<file path="src/rtl/riscv_pkg.sv">
// Shared RV32 encodings for the multi-cycle sequencer: opcodes, ALUOp codes,
// FSM states and the packed control bundle driven toward the datapath.
package riscv_pkg;

  localparam logic [6:0] OP_R       = 7'b0110011;
  localparam logic [6:0] OP_I       = 7'b0010011;
  localparam logic [6:0] OP_LOAD    = 7'b0000011;
  localparam logic [6:0] OP_STORE   = 7'b0100011;
  localparam logic [6:0] OP_BRANCH  = 7'b1100011;
  localparam logic [6:0] OP_JAL     = 7'b1101111;
  localparam logic [6:0] OP_CUSTOM0 = 7'b0001011;

  localparam logic [1:0] ALU_ADD    = 2'b00;
  localparam logic [1:0] ALU_BR     = 2'b01;
  localparam logic [1:0] ALU_FUNC   = 2'b10;
  localparam logic [1:0] ALU_CUSTOM = 2'b11;

  typedef enum logic [2:0] {
    S_FETCH  = 3'd0,
    S_DECODE = 3'd1,
    S_EXEC   = 3'd2,
    S_MEM    = 3'd3,
    S_WB     = 3'd4,
    S_TRAP   = 3'd5
  } state_t;

  typedef struct packed {
    logic       pc_write;
    logic       pc_write_cond;
    logic       jump;
    logic       ir_write;
    logic       ior_d;
    logic       branch;
    logic       mem_read;
    logic       mem_write;
    logic       mem_to_reg;
    logic [1:0] alu_op;
    logic       alu_src;
    logic       reg_write;
  } ctrl_t;

  function automatic logic is_legal(input logic [6:0] op);
    logic ok;
    case (op)
      OP_R, OP_I, OP_LOAD, OP_STORE, OP_BRANCH, OP_JAL, OP_CUSTOM0: ok = 1'b1;
      default: ok = 1'b0;
    endcase
    return ok;
  endfunction

endpackage

</file>
<file path="src/rtl/mc_decode_rom.sv">
// Combinational control ROM: maps (state, latched opcode/func3, mem_ready)
// onto the datapath control bundle. Holds no state of its own.
module mc_decode_rom
  import riscv_pkg::*;
(
  input  state_t     state,
  input  logic [6:0] op,
  input  logic [2:0] f3,
  input  logic       mem_ready,
  output ctrl_t      ctrl
);

  always_comb begin
    ctrl = '0;
    case (state)
      S_FETCH: begin
        ctrl.mem_read = 1'b1;
        ctrl.ior_d    = 1'b0;
        ctrl.ir_write = mem_ready;
        ctrl.pc_write = mem_ready;
      end
      S_EXEC: begin
        case (op)
          OP_R: begin
            ctrl.alu_op  = ALU_FUNC;
            ctrl.alu_src = 1'b0;
          end
          OP_I: begin
            // addi is a plain add; every other I-type op goes through func3
            ctrl.alu_op  = (f3 == 3'b000) ? ALU_ADD : ALU_FUNC;
            ctrl.alu_src = 1'b1;
          end
          OP_CUSTOM0: begin
            ctrl.alu_op  = ALU_CUSTOM;
            ctrl.alu_src = 1'b0;
          end
          OP_LOAD, OP_STORE, OP_JAL: begin
            ctrl.alu_op  = ALU_ADD;
            ctrl.alu_src = 1'b1;
          end
          OP_BRANCH: begin
            ctrl.branch        = 1'b1;
            ctrl.alu_op        = ALU_BR;
            ctrl.alu_src       = 1'b0;
            ctrl.pc_write_cond = 1'b1;
          end
          default: ctrl = '0;
        endcase
      end
      S_MEM: begin
        ctrl.ior_d     = 1'b1;
        ctrl.mem_read  = (op == OP_LOAD);
        ctrl.mem_write = (op == OP_STORE);
      end
      S_WB: begin
        ctrl.reg_write  = 1'b1;
        ctrl.mem_to_reg = (op == OP_LOAD);
        ctrl.jump       = (op == OP_JAL);
        ctrl.pc_write   = (op == OP_JAL);
      end
      default: ctrl = '0;
    endcase
  end

endmodule

</file>
<file path="src/rtl/multicycle_control.sv">
// Multi-cycle RV32 sequencer: FETCH/DECODE/EXEC/MEM/WB state machine with a
// custom-0 latency counter, retired-instruction counter and sticky illegal flag.
module multicycle_control
  import riscv_pkg::*;
#(
  parameter int CUSTOM_LAT = 4,
  parameter int CNT_W      = 32
) (
  input  logic             clk,
  input  logic             rst,
  input  logic [6:0]       opcode,
  input  logic [2:0]       func3,
  input  logic             mem_ready,
  input  logic             zero,
  output logic             pcWrite,
  output logic             pcWriteCond,
  output logic             jump,
  output logic             irWrite,
  output logic             iorD,
  output logic             branch,
  output logic             memRead,
  output logic             memWrite,
  output logic             memtoReg,
  output logic [1:0]       ALUOp,
  output logic             ALUSrc,
  output logic             regWrite,
  output logic             illegal,
  output logic [CNT_W-1:0] instret
);

  // Memory handshake: an access is presented (memRead/memWrite, iorD) for as
  // long as the FSM sits in FETCH or MEM; it completes on the first cycle
  // mem_ready is high, and the FSM advances on that clock edge. mem_ready is
  // ignored in every other state.

  localparam logic [3:0] CUST_INIT = 4'(CUSTOM_LAT - 1);

  state_t           state;
  state_t           state_next;
  logic [6:0]       op_q;
  logic [2:0]       f3_q;
  logic [3:0]       cust_cnt;
  logic             illegal_q;
  logic [CNT_W-1:0] instret_q;
  logic             retire;
  ctrl_t            rom_ctrl;
  ctrl_t            ctrl;

  // zero is consumed by the datapath's branch gating, not by the sequencer
  logic unused_zero;
  assign unused_zero = zero;

  always_ff @(posedge clk) begin
    if (rst) begin
      state     <= S_FETCH;
      op_q      <= '0;
      f3_q      <= '0;
      cust_cnt  <= '0;
      illegal_q <= 1'b0;
      instret_q <= '0;
    end else begin
      state <= state_next;
      if (state == S_DECODE) begin
        op_q <= opcode;
        f3_q <= func3;
      end
      if (state == S_DECODE && state_next == S_EXEC) begin
        cust_cnt <= (opcode == OP_CUSTOM0) ? CUST_INIT : 4'd0;
      end else if (state == S_EXEC && cust_cnt != 4'd0) begin
        cust_cnt <= cust_cnt - 4'd1;
      end
      if (state_next == S_TRAP) begin
        illegal_q <= 1'b1;
      end
      if (retire) begin
        instret_q <= instret_q + {{(CNT_W-1){1'b0}}, 1'b1};
      end
    end
  end

  always_comb begin
    state_next = state;
    retire     = 1'b0;
    case (state)
      S_FETCH: begin
        if (mem_ready) state_next = S_DECODE;
      end
      S_DECODE: begin
        state_next = is_legal(opcode) ? S_EXEC : S_TRAP;
      end
      S_EXEC: begin
        case (op_q)
          OP_LOAD, OP_STORE: state_next = S_MEM;
          OP_BRANCH: begin
            state_next = S_FETCH;
            retire     = 1'b1;
          end
          // custom-0 stays in EXEC until its latency counter drains
          OP_CUSTOM0: begin
            if (cust_cnt == 4'd0) state_next = S_WB;
          end
          default: state_next = S_WB;
        endcase
      end
      S_MEM: begin
        if (mem_ready) begin
          if (op_q == OP_LOAD) begin
            state_next = S_WB;
          end else begin
            state_next = S_FETCH;
            retire     = 1'b1;
          end
        end
      end
      S_WB: begin
        state_next = S_FETCH;
        retire     = 1'b1;
      end
      S_TRAP: state_next = S_TRAP;
      default: state_next = S_FETCH;
    endcase
  end

  mc_decode_rom u_rom (
    .state     (state),
    .op        (op_q),
    .f3        (f3_q),
    .mem_ready (mem_ready),
    .ctrl      (rom_ctrl)
  );

  // Reset overrides every control line immediately, not only after the edge
  assign ctrl = rst ? '0 : rom_ctrl;

  assign pcWrite     = ctrl.pc_write;
  assign pcWriteCond = ctrl.pc_write_cond;
  assign jump        = ctrl.jump;
  assign irWrite     = ctrl.ir_write;
  assign iorD        = ctrl.ior_d;
  assign branch      = ctrl.branch;
  assign memRead     = ctrl.mem_read;
  assign memWrite    = ctrl.mem_write;
  assign memtoReg    = ctrl.mem_to_reg;
  assign ALUOp       = ctrl.alu_op;
  assign ALUSrc      = ctrl.alu_src;
  assign regWrite    = ctrl.reg_write;
  assign illegal     = illegal_q & ~rst;
  assign instret     = instret_q;

endmodule
</file>
<file path="config.mk">
export PLATFORM = sky130hd
export DESIGN_NAME = multicycle_control
export DESIGN_NICKNAME = d
export VERILOG_FILES = /design/src/rtl/riscv_pkg.sv /design/src/rtl/mc_decode_rom.sv /design/src/rtl/multicycle_control.sv
export SDC_FILE = /design/constraint.sdc
export NUM_CORES = 1
export LEC_CHECK = 0
export ABC_AREA = 1
export BUFFER_PORTS_ARGS = -buffer_cell sky130_fd_sc_hd__buf_2
export CAP_MARGIN = 40
export CORE_MARGIN = 2
export CORE_UTILIZATION = 45
export CTS_CLUSTER_DIAMETER = 100
export DETAILED_ROUTE_END_ITERATION = 10
export MAX_ROUTING_LAYER = met4
export PLACE_DENSITY = 0.71
export SLEW_MARGIN = 10
export SYNTH_ARGS = -nofsm -noshare
export SYNTH_HDL_FRONTEND = slang
export SYNTH_SLANG_ARGS = --single-unit
</file>
<file path="constraint.sdc">
create_clock -name clk -period 1.95 [get_ports clk]
set_input_delay 0.0975 -clock clk [delete_from_list [all_inputs] [get_ports clk]]
set_output_delay 0.0975 -clock clk [all_outputs]
set_load 0.01 [all_outputs]
</file>
Word-level counts from Yosys, hierarchy flattened
Cells that the tools add are included.
- add/subtract/negate cells: 2
- equal/unequal tests: 21
- mux-type cells: 29
- bitwise operators: 2
- reductions and logical operators: 10
- operators by type and width (operator ; number):
    $add 32x1->32 const B ; 1
    $pmux 3 s5 ; 2
    $eq 7x6->1 const B ; 4
    $eq 7x7->1 const B ; 4
    $mux 3 ; 6
    $eq 7x2->1 const B ; 2
    $eq 7x4->1 const B ; 2
    $eq 7x5->1 const B ; 2
    $mux 13 ; 1
    $mux 1 ; 12
    $eq 3x2->1 const B ; 3
    $eq 3x3->1 const B ; 3
    $pmux 3 s3 ; 1
    $mux 4 ; 2
    $reduce_or 7->1 ; 1
    $logic_not 3->1 ; 2
    $logic_not 4->1 ; 1
    $mux 2 ; 2
    $pmux 1 s2 ; 2
    $reduce_bool 4->1 ; 1
    $sub 4x1->4 const B ; 1
    $eq 3x1->1 const B ; 1
    $pmux 1 s3 ; 1
    $reduce_or 3->1 ; 1
    other kinds (5) ; 6
- register bits: 50
- bits of input ports: 14
- output and inout bits: 46
- word-level logic and storage cells: 70

Longest topological paths before layout
Gate-level depths: netlist of the first run.
- depth in word-level cells: 9
- gate-level depth with buffers: 12
- depth with buffers taken out: 11

Cells and area by module
Synthesis of the first run repeated with hierarchy kept, for this count alone.
- cell total of the unflattened synthesis: 572
- area, all modules: 3342.0 um2
- by module, submodules not included (module ; instances ; cells an instance ; area each (um2) ; sequential area each (um2)):
    multicycle_control ; 1 ; 521 ; 3100.5 ; 1001.0
    mc_decode_rom ; 1 ; 51 ; 241.5 ; 0.0

Least setup slack after synthesis of the first run
Ideal clock, no wire load.
- path type: flip-flop to flip-flop
- start point: register instret_q[0] (netlist: instret[0])
- end point: register instret_q[26] (netlist: instret[26])
- arrival: 1.468 ns
- setup slack: 0.349 ns
- cell stages (with the launch flop): 11
- buffers on the path: 0
- period minus slack after synthesis: 1.601 ns
- cell sequence: dfxtp_1 ha_1 nand3_1 inv_1 nand2_1 nor2_1 nand2_1 nand2_1 nand2_1 nand2_1 a21oi_1
- longest elaborated chain between the ends: 1
- ends and longest elaborated chain (what ; RTL line ; source):
    from (decl) ; multicycle_control.sv:44 ; logic [CNT_W-1:0] instret_q;
    from (signal assigned) ; multicycle_control.sv:76 ; instret_q <= instret_q + {{(CNT_W-1){1'b0}}, 1'b1};
    $add 32x1->32 ; multicycle_control.sv:76 ;
Every way passes these cells.
A chain may end at the register's enable or synchronous reset.

Final worst setup path of the first run
- start point: register state[2]
- end point: output port pcWrite
- longest elaborated chain between the ends: 3
- elaborated cells on any way between the ends: 4
- classes of those cells: eq/ne: 1; mux: 2; reduce/logical: 1
- ends and longest elaborated chain (what ; RTL line ; source):
    from (decl) ; multicycle_control.sv:38 ; state_t state;
    from (signal assigned) ; multicycle_control.sv:62 ; state <= state_next;
    $eq 3x3->1 or $logic_not 3->1 (tied branches) ; mc_decode_rom.sv:15 ; case (state)
    $pmux 1 s2 (*) ; mc_decode_rom.sv:15 ;
    $mux 13 (*) ; multicycle_control.sv:133 ; assign ctrl = rst ? '0 : rom_ctrl;
    to (decl) ; multicycle_control.sv:15 ; output logic pcWrite,
Every way passes the cells marked *; elsewhere a longest branch is shown, timed or not.

==> summary.md, run 1 <==
| Metric | Value |
|---|---|
| Largest net degree at the start of global routing | `41` |
| Drt wl/cell | `around 13 um` |
| Clk sinks | `50` |
| Critical path's slowest cell | `dfxtp_1` |
| Clk buf depth | `2` |
| Vias in the first global route | `3087` |
| Largest area contributor in the netlist | `dfxtp_1` |
| Synth-to-Final Area Change | `14.5%` |
| Main synth FF type | `dfxtp_1` |
| Buffers & Inverters on Critical Path | `2` |
| Worst reg2reg path depth | `8` |
| Starting Density | `between 40% and 50%` |
| Number of max-cap violations | `0` |
| Status | `complete, no violations` |
| Via-to-Cell Ratio | `5.20` |
| Crit-path max FO | `6` |
| Most common cell in the netlist | `nand2_1` |
| Initial antenna violation count | `0` |
| I/O Pins | `60` |
| Period utilization | `about nine tenths` |
| Global Route Usage Sum | `a little under a quarter` |
| Die area | `just under 8000 um2` |
| Routability Congestion | `0.926` |
| Sequential share of the synthesized area | `31.3%` |
| Placed insts | `668` |
| Port bufs | `between 50 and 60` |
| Die Y | `88.2 um` |
| H-tree levels | `2` |
| Max stage delay on crit path | `490 ps` |
| Layout Nets | `596` |
| CP Data Arrival Time | `1680 ps` |
| CP cell instances | `nand3_1 -> nor2_1 -> inv_1 -> o22ai_1 -> buf_2` |
| Post-route DRC | `0` |
| Core area | `6830 um2` |
| Wirelength, routed | `around 9000 um` |
| Die W | `88.2 um` |
| Most instantiated cells after synthesis | `nand2_1 (164), nor2_1 (87), dfxtp_1 (50), a21oi_1 (49), inv_1 (43)` |
| Pwr per Cell Area | `578 nW/um2` |
| Cells on Worst Hold Path | `3` |
| CP Launch Type | `flop` |
| Max Freq | `563 MHz` |
| Min-Delay Path Class | `primary input to flop` |
| Total grt overflow | `0` |
| Clk Tree Root Cell | `clkbuf_8` |
| IR Drop Worst-Case VDD | `0.369 mV` |
| CTS tree | `built` |
| Fill cells | `739` |
| Post-CTS Hold Buffers | `0` |
| Max Transition Viols Final | `0` |
| Count of flip-flops with a built-in enable after synthesis | `0` |
| Post-Syn Area | `3190 um2` |
| Synth top area cells | `dfxtp_1 (31%), nand2_1 (19%), nor2_1 (10%)` |
| Hold Fails Final Rpt | `0` |
| Ratio of cells with drive above 1 in the final layout | `15.0%` |
| Unique cell type count in the Yosys netlist | `33` |
| Syn avg cell area | `roughly 6.1 um2` |
| LEAKAGE | `~1.6 nW` |
| Crit-path leading delay family | `simple AND/OR/NAND/NOR gates` |
| Synthesized Nets | `542` |
| FFs w/ async S/R, synth | `0%` |
| Synth top area share | `31.3%` |
| RSZ-0062 raised after global routing | `no` |
| # rows | `30` |
| Crit path required time | `around 1900 ps` |
| Finished Layout Cells | `677` |
| First DRT Iteration DRCs | `197` |
| Routed vias | `3523` |
| Kind of critical path | `flop to output port` |
| Worst-margin pin slew | `approximately 540 ps` |
| Inserted Diodes | `0` |
| ANT nets after route | `0` |
| Worst slew margin | `a little under two thirds` |
| Reg clk slew, reported paths | `around 100 ps` |
| Period minus WS final | `1780 ps` |
| Synth Instances | `between 500 and 600` |
| TNS Setup | `0 ps` |
| TritonCTS buffer count | `5` |
| Clk_skew | `9.19 ps` |
| Clk Latency, worst-skew pair | `320 ps` |
| First-pass GRT wire length | `between 10000 and 15000 um` |
| # setup viols final | `0` |
| CP endpoint kind | `output port` |
| DR pass1 iterations | `5` |
| Critical Path Stages | `5` |
| Post-synthesis register bit count | `50` |
| HPWL after DPL | `6370 um` |
| Yosys warnings | `0` |
## per-layer routing
metal	vias to the layer above	wire (um)	part of all wire, %	GRT usage, %
met1	1594	3830	44	27.3
met5	-	0	0	-
met2	92	4270	49	39.4
met3	19	453	5.2	4.29
met4	0	214	2.4	8.68
li1	1818	-	-	-
## cells by family after synthesis
| logic type | share of synthesized area [%] |
|---|---|
| flops | 31.3 |
| fa+ha+maj | 0.784 |
| compound gates | 11.6 |
| buf+inv | 8.82 |
| xor+xnor | 3.02 |
| simple gates | 44.5 |
## what timing repair did
item / in CTS / in global routing
endpoints found under the setup margin: 0 / 5
buffers inserted: 0 / 0
resized for setup: 0 / 0
## sequential cells by signal, indices dropped and copies added (netlist names)
register / flops
cust_cnt: 4
f3_q: 3
illegal_q: 1
instret: 32
op_q: 7
state: 3
## area by class of cell
class | instances | area (um2) | share of cell area (%)
multi-input cells | 410 | 1920 | 52.6
clock inverters | 3 | 21.3 | 0.582
flip-flops and latches | 50 | 1000 | 27.4
well taps | 96 | 120 | 3.29
clock buffers | 5 | 68.8 | 1.88
inverters | 48 | 180 | 4.93
repair buffers | 65 | 343 | 9.38
## placed cells by master (no fill, tap or decap), types with 3 or more instances in the layout
cell type and instances:
nand2_1 164, nor2_1 87, buf_2 58, dfxtp_1 50, a21oi_1 49, inv_1 43
nand4_1 26, nand3_1 22, o21ai_0 15, nand3b_1 13, xor2_1 9, buf_4 7
inv_2 5, clkbuf_8 5, o21ai_1 3
## worst reg2reg max path: cells and delay by family (launching register included)
family,cells,cell delay [ps]
simple gates,4,570
fa+ha+maj,1,210
xor+xnor,1,160
compound gates,1,130
buf+inv,1,180
flops,1,400
## where the power goes
part	switching [mW]	total [mW]	internal [mW]	leakage [nW]
Clock	0.374	0.627	0.253	0.0441
Sequential	0.0447	1.12	1.07	0.405
Combinational	0.254	0.366	0.113	1.13
Total	0.673	2.11	1.44	1.58
## worst paths after layout
kind | start | end | slack, ps
max | state[2] | pcWrite | 170
min | opcode[0] | op_q[0] | 20
max reg2reg | instret[1] | instret[10] | 210
min reg2reg | f3_q[2] | f3_q[2] | 460
## through the flow
| step | instance area (um2) | setup WS, ps | util [%] | hold WS [ps] | power, mW |
|---|---|---|---|---|---|
| 6_report | 3650 | 173 | 53.5 | 20.0 | 2.11 |
| 5_1_grt | 3650 | 4.62 | 53.5 | 29.5 | 2.23 |
| 4_1_cts | 3640 | 194 | 53.4 | 24.6 | 2.12 |
| 3_5_place_dp | 3550 | 220 | 52.0 | 352 | 1.50 |
| 3_3_place_gp | 3550 | 261 | 52.0 | 339 | 1.49 |
| 2_1_floorplan | 3190 | 349 | - | 232 | 1.41 |
(Power assumes the default switching activity.)
==> run 2, diff against run 1 <==
Clock period 1.95 ns to 1.9 ns, I/O delays scaled along.
==> run 2 against run 1 <==
  * Die area is the same
  * Non-clock buffer count is the same
  * Sequential share of layout area shrank 0.093 points
  * Total power grew 3.9%
  * Design area grew 0.34%
  * Sequential power is essentially flat
  * Global-route usage grew 0.35 points
  * Core utilization grew 0.18 points
  * Worst hold slack gained 4.7 ps
  * Sequential cell count is the same
  * Largest power group unchanged
  * Highest routed layer unchanged
==> summary.md, run 2 (synthesized netlist as in run 1, its figures left out) <==
| Metric | Value |
|---|---|
| Status | `complete, no violations` |
| Clock share of power | `30.3% (+0.6 points)` |
| Crit-path max FO | `20 (+14)` |
| Starting Density | `46.7% (unchanged)` |
| Hold Fails Final Rpt | `0 (unchanged)` |
| Largest net degree at the start of global routing | `41 (unchanged)` |
| Min-Delay Path Class | `primary input to flop` |
| Psw | `0.682 mW (+1.5%)` |
| Kind of critical path | `flop to flop` |
| TritonCTS buffer count | `5 (unchanged)` |
| Finished Layout Cells | `677 (unchanged)` |
| Max Freq | `564 MHz` |
| Core Util, Final | `53.7% (+0.18 points)` |
| Crit path required time | `2090 ps (+240 ps)` |
| Most frequent cells in the layout | `nand2_1 (164), nor2_1 (86), buf_2 (58), dfxtp_1 (50), a21oi_1 (49)` |
| Vias in the first global route | `3196 (+3.5%)` |
| LEAKAGE | `1.58 nW (+0.25%)` |
| I/O Pins | `60 (unchanged)` |
| Max reg flops | `32 (unchanged)` |
| Clk Latency, worst-skew pair | `310 ps (about the same)` |
| Seq pwr share | `52.3% (-0.6 points)` |
| Final non-filler cell area | `3670 um2 (+0.34%)` |
| Number of max-cap violations | `0 (unchanged)` |
| Core area | `6830 um2 (unchanged)` |
| CP Launch Type | `flop` |
| Power Internal | `1.51 mW (+5.0%)` |
| Post-CTS Hold Buffers | `0 (unchanged)` |
| H-tree levels | `2 (unchanged)` |
| First-pass GRT wire length | `14400 um (+3.7%)` |
| Die Y | `88.2 um (unchanged)` |
| Worst-margin pin slew | `553 ps (+10.7 ps)` |
| CTS tree | `built` |
| Initial antenna violation count | `0 (unchanged)` |
| CP endpoint kind | `flop` |
| Total grt overflow | `0 (unchanged)` |
| HPWL after DPL | `6310 um (-0.98%)` |
| Global Route Usage Sum | `23.5% (+0.35 points)` |
| Cells on Worst Hold Path | `3 (unchanged)` |
| Wirelength, routed | `8750 um (-0.22%)` |
| Sw frac | `31.1% (-0.75 points)` |
| Inserted Diodes | `0 (unchanged)` |
| # rows | `30 (unchanged)` |
| Clk_skew | `8.41 ps (-0.782 ps)` |
| Post-route DRC | `0 (unchanged)` |
| Pwr per Cell Area | `598 nW/um2 (+3.5%)` |
| Commonest non-fill, non-tap cell in the layout | `nand2_1` |
| Max Transition Viols Final | `0 (unchanged)` |
| Synth-to-Final Area Change | `14.9%` |
| Routed vias | `3497 (-0.74%)` |
| Clk sinks | `50 (unchanged)` |
| Via-to-Cell Ratio | `5.17 (-0.74%)` |
| CP Data Arrival Time | `1960 ps (+280 ps)` |
| Worst slew margin | `63.1% (-0.71 points)` |
| Layout Nets | `596 (unchanged)` |
| IR Drop Worst-Case VDD | `0.451 mV (+22%)` |
| # setup viols final | `0 (unchanged)` |
| RSZ-0062 raised after global routing | `no` |
| Worst reg2reg path depth | `8 (unchanged)` |
| DR pass1 iterations | `5 (unchanged)` |
| TNS Setup | `0 ps (unchanged)` |
| Logic pwr share | `17.3% (about the same)` |
| Reg clk slew, reported paths | `100 ps (about the same)` |
| Die area | `7790 um2 (unchanged)` |
| ANT nets after route | `0 (unchanged)` |
| Routability Congestion | `0.927 (+0.11%)` |
| Period utilization | `93.4%` |
| Period minus WS final | `between 1500 and 2000 ps` |
| Clk Tree Root Cell | `clkbuf_8` |
| Port bufs | `58 (unchanged)` |
| First DRT Iteration DRCs | `220 (+12%)` |
| Drt wl/cell | `12.9 um (-0.22%)` |
| Die W | `88.2 um (unchanged)` |
| Hold_ws | `24.7 ps (+4.74 ps)` |
| Dpl cell area | `3550 um2 (unchanged)` |
| Ratio of cells with drive above 1 in the final layout | `15.3% (+0.34 points)` |
| Placed insts | `668 (unchanged)` |
| Clk buf depth | `2 (unchanged)` |
-- run 2: changes by cell type in the layout (fill, tap and decap cells not counted) --
cell and change:
clkinv_4 -1, clkbuf_8 +1, nand3_1 -1, nor2_1 -1
nand3_2 +1, nor2_2 +1
-- run 2: through the flow --
stage | total power [mW] | setup WS, ps
3_5_place_dp | 1.54 | 156
5_1_grt | 2.32 | 2.04
2_1_floorplan | 1.45 | 299
4_1_cts | 2.19 | 135
6_report | 2.19 | 126
3_3_place_gp | 1.53 | 196
-- run 2: final cells by class --
cell class                      count  area, um2
Clock buffer                        6       82.6
Timing Repair Buffer               65        343
Clock inverter                      2       12.5
Tap cell                           96        120
Multi-Input combinational cell    410       1930
Inverter                           48        180
Sequential cell                    50       1000
Fill cell                         742       3160
-- run 2: path summary, 6_finish.rpt --
path,slack (ps),end,from
setup / recovery,130,instret[25],op_q[6]
hold / removal,20,op_q[1],opcode[1]
setup reg to reg,130,instret[25],op_q[6]
hold reg to reg,460,illegal_q,illegal_q
-- run 2: routing by layer --
metal / vias up / GRT usage [%] / wire length [um]
met5: - / - / 0
met4: 0 / 8.13 / 225
met3: 19 / 3.26 / 388
met2: 106 / 41.6 / 4250
met1: 1565 / 27.3 / 3890
li1: 1807 / - / -
-- run 2: power by group through the flow --
stage	Clock [mW]	Sequential [mW]	Combinational [mW]
2_1_floorplan	0	1.17	0.279
3_3_place_gp	0	1.17	0.358
3_5_place_dp	0	1.17	0.365
4_1_cts	0.679	1.15	0.367
5_1_grt	0.734	1.16	0.429
6_report	0.666	1.15	0.380
-- run 2: timing repair --
action                                  4_1_cts  5_1_grt
setup buffers                                 0        0
endpoints found under the setup margin        0        9
resized for setup                             0        2
hold endpoints to repair                      0        0
-- run 2: worst max-delay path: stages, from the launching register on --
cell and delay, ps:
dfxtp_1 360, nor2_1 150, nand2_1 110, inv_1 80
nand2_1 130, nand2_4 130, nand3_2 410, nand2_1 200
a21oi_1 90
==> run 3, diff against run 2 <==
Settings changed: CELL_PAD_IN_SITES_DETAIL_PLACEMENT set to 0, CELL_PAD_IN_SITES_GLOBAL_PLACEMENT set to 1, CORE_UTILIZATION 45 to 38, PLACE_DENSITY 0.71 to 0.84, SLEW_MARGIN 10 to unset.
==> run 3 against run 2 <==
  * Routed wire length grew 6.8%
  * Largest cell class unchanged
  * Design area increased by 1.1%
  * Sequential cell count did not move
  * Fmax increased by 3.9%
  * Register-to-register slack improved by 80 ps
  * Highest routed layer unchanged
  * Critical endpoint is now ALUOp[0]
==> summary.md, run 3 (synthesized netlist as in run 1, its figures left out) <==
| Metric | Value |
|---|---|
| Kind of critical path | `flop to output port` |
| Drt wl/cell | `13.6 um (+5.3%)` |
| Synth-to-Final Area Change | `16.1%` |
| Crit Reg-Reg Endpoint | `instret[30]` |
| # rows | `33 (+10%)` |
| Clk Tree Root Cell | `clkbuf_8` |
| Max Freq | `585 MHz (+3.9%)` |
| Clk Latency, worst-skew pair | `300 ps (about the same)` |
| Ratio of cells with drive above 1 in the final layout | `15.3% (-0.026 points)` |
| Crit-path max FO | `6 (-70%)` |
| Routability Congestion | `0.959 (+3.4%)` |
| Period minus WS final | `1710 ps (-65.9 ps)` |
| DR pass1 iterations | `4 (-1)` |
| Die Y | `95.7 um (+8.4%)` |
| Max stage delay on crit path | `390 ps (-20 ps)` |
| Max Transition Viols Final | `0 (unchanged)` |
| First-pass GRT wire length | `15200 um (+5.6%)` |
| CP startpoint | `state[2]` |
| Starting Density | `39.1% (-7.7 points)` |
| Most frequent cells in the layout | `nand2_1 (164), nor2_1 (86), buf_2 (58), dfxtp_1 (50), a21oi_1 (49)` |
| Reg2reg setup slack | `210 ps (+80 ps)` |
| Setup WS post-layout | `192 ps (+65.9 ps)` |
| H-tree levels | `2 (unchanged)` |
| Via-to-Cell Ratio | `5.17 (+0.15%)` |
| Largest net degree at the start of global routing | `41 (unchanged)` |
| CP Data Arrival Time | `1610 ps (-350 ps)` |
| Pwr per Cell Area | `612 nW/um2 (+2.3%)` |
| Worst-margin pin slew | `615 ps (+62.7 ps)` |
| First DRT Iteration DRCs | `144 (-35%)` |
| CTS resizes | `0 (unchanged)` |
| Global Route Usage Sum | `21.8% (-1.8 points)` |
| Period utilization | `89.9% (-3.5 points)` |
| Core Util, Final | `45.3% (-8.3 points)` |
| LEAKAGE | `1.59 nW (+0.66%)` |
| CTS tree | `built` |
| Min-Delay Path Class | `primary input to flop` |
| Worst reg2reg path depth | `10 (+2)` |
| CP Launch Type | `flop` |
| ANT nets after route | `0 (unchanged)` |
| Wirelength, routed | `9350 um (+6.8%)` |
| WHS Endpoint | `op_q[0]` |
| Total grt overflow | `0 (unchanged)` |
| Critical path's slowest cell | `dfxtp_1` |
| Initial antenna violation count | `0 (unchanged)` |
| Clk buf depth | `2 (unchanged)` |
| Vias in the first global route | `3307 (+3.5%)` |
| TritonCTS buffer count | `5 (unchanged)` |
| Crit path required time | `1800 ps (-290 ps)` |
| IR Drop Worst-Case VDD | `0.314 mV (-30%)` |
| Clk sinks | `50 (unchanged)` |
| Port bufs | `58 (unchanged)` |
| Post-route DRC | `0 (unchanged)` |
| Status | `complete, no violations` |
| CP cell instances | `nor3_4 -> inv_1 -> nor2_1 -> inv_1 -> a21oi_1 -> buf_2` |
| Reg clk slew, reported paths | `90 ps (about the same)` |
| CP endpoint kind | `output port` |
| Die W | `95.7 um (+8.4%)` |
| Layout Nets | `597 (+0.17%)` |
| Hold_sp | `opcode[0]` |
| Post-CTS Hold Buffers | `0 (unchanged)` |
| Max reg flops | `32 (unchanged)` |
| Cells on Worst Hold Path | `3 (unchanged)` |
| Number of max-cap violations | `0 (unchanged)` |
| Cell mode on critical path | `inv_1` |
| Hold Fails Final Rpt | `0 (unchanged)` |
| Fill cells | `872 (+18%)` |
| Worst slew margin | `58.9% (-4.2 points)` |
| Die area | `9150 um2 (+18%)` |
| Commonest non-fill, non-tap cell in the layout | `nand2_1` |
| Post-CTS setup buffer count | `0 (unchanged)` |
| # setup viols final | `0 (unchanged)` |
| Core area | `8180 um2 (+20%)` |
| I/O Pins | `60 (unchanged)` |
| Inserted Diodes | `0 (unchanged)` |
| TNS Setup | `0 ps (unchanged)` |
| HPWL after DPL | `7010 um (+11%)` |
| RSZ-0062 raised after global routing | `no` |
| Clk_skew | `8.72 ps (+0.308 ps)` |
| Worst r2r src | `instret[1]` |
| Hold_ws | `31.4 ps (+6.66 ps)` |
| Place WS | `205 ps (+48.4 ps)` |
| Routed vias | `3554 (+1.6%)` |
## run 3: metal layers
metal	vias to the layer above	share of wire (%)	GRT usage [%]
li1	1819	-	-
met2	87	48	36.8
met4	0	3.8	10.0
met5	-	0	-
met3	33	3.5	3.16
met1	1615	45	25.4
## run 3: worst max-delay path by stage
stage / end / slack, ps / cells past startpoint
floorplan: instret[26] / 300 / 10
finish: ALUOp[0] / 190 / 6
detailed placement: instret[26] / 200 / 9
CTS: ALUOp[0] / 180 / 6
global route: instret[30] / 5 / 10
global placement: instret[26] / 240 / 10
## run 3: per-stage QoR
stage / total power, mW / area, um2 / instances
after detailed placement: 1.55 / 3590 / 679
after floorplan: 1.45 / 3190 / 526
final: 2.27 / 3710 / 687
after CTS: 2.29 / 3700 / 687
after global placement: 1.54 / 3590 / 679
after global routing: 2.39 / 3710 / 687
## run 3: report_power, final
| group | total, mW | switching (mW) | internal [mW] |
|---|---|---|---|
| Sequential | 1.14 | 0.0432 | 1.10 |
| Clock | 0.739 | 0.370 | 0.369 |
| Combinational | 0.384 | 0.259 | 0.126 |
## run 3: critical path: cells and delay by family, from the launching register on
family / cells / cell delay (ps)
AND/OR/NAND/NOR: 2 / 440
flip-flops: 1 / 390
buffers and inverters: 3 / 320
AO/OA/AOI/OAI: 1 / 150
## run 3: area by class of cell
class / instances / area [um2] / area share, %
multi-input cells: 409 / 1910 / 51.6
flip-flops and latches: 50 / 1000 / 27.0
repair buffers: 67 / 370 / 9.99
inverters: 48 / 180 / 4.86
well taps: 105 / 131 / 3.54
clock buffers: 8 / 110 / 2.97
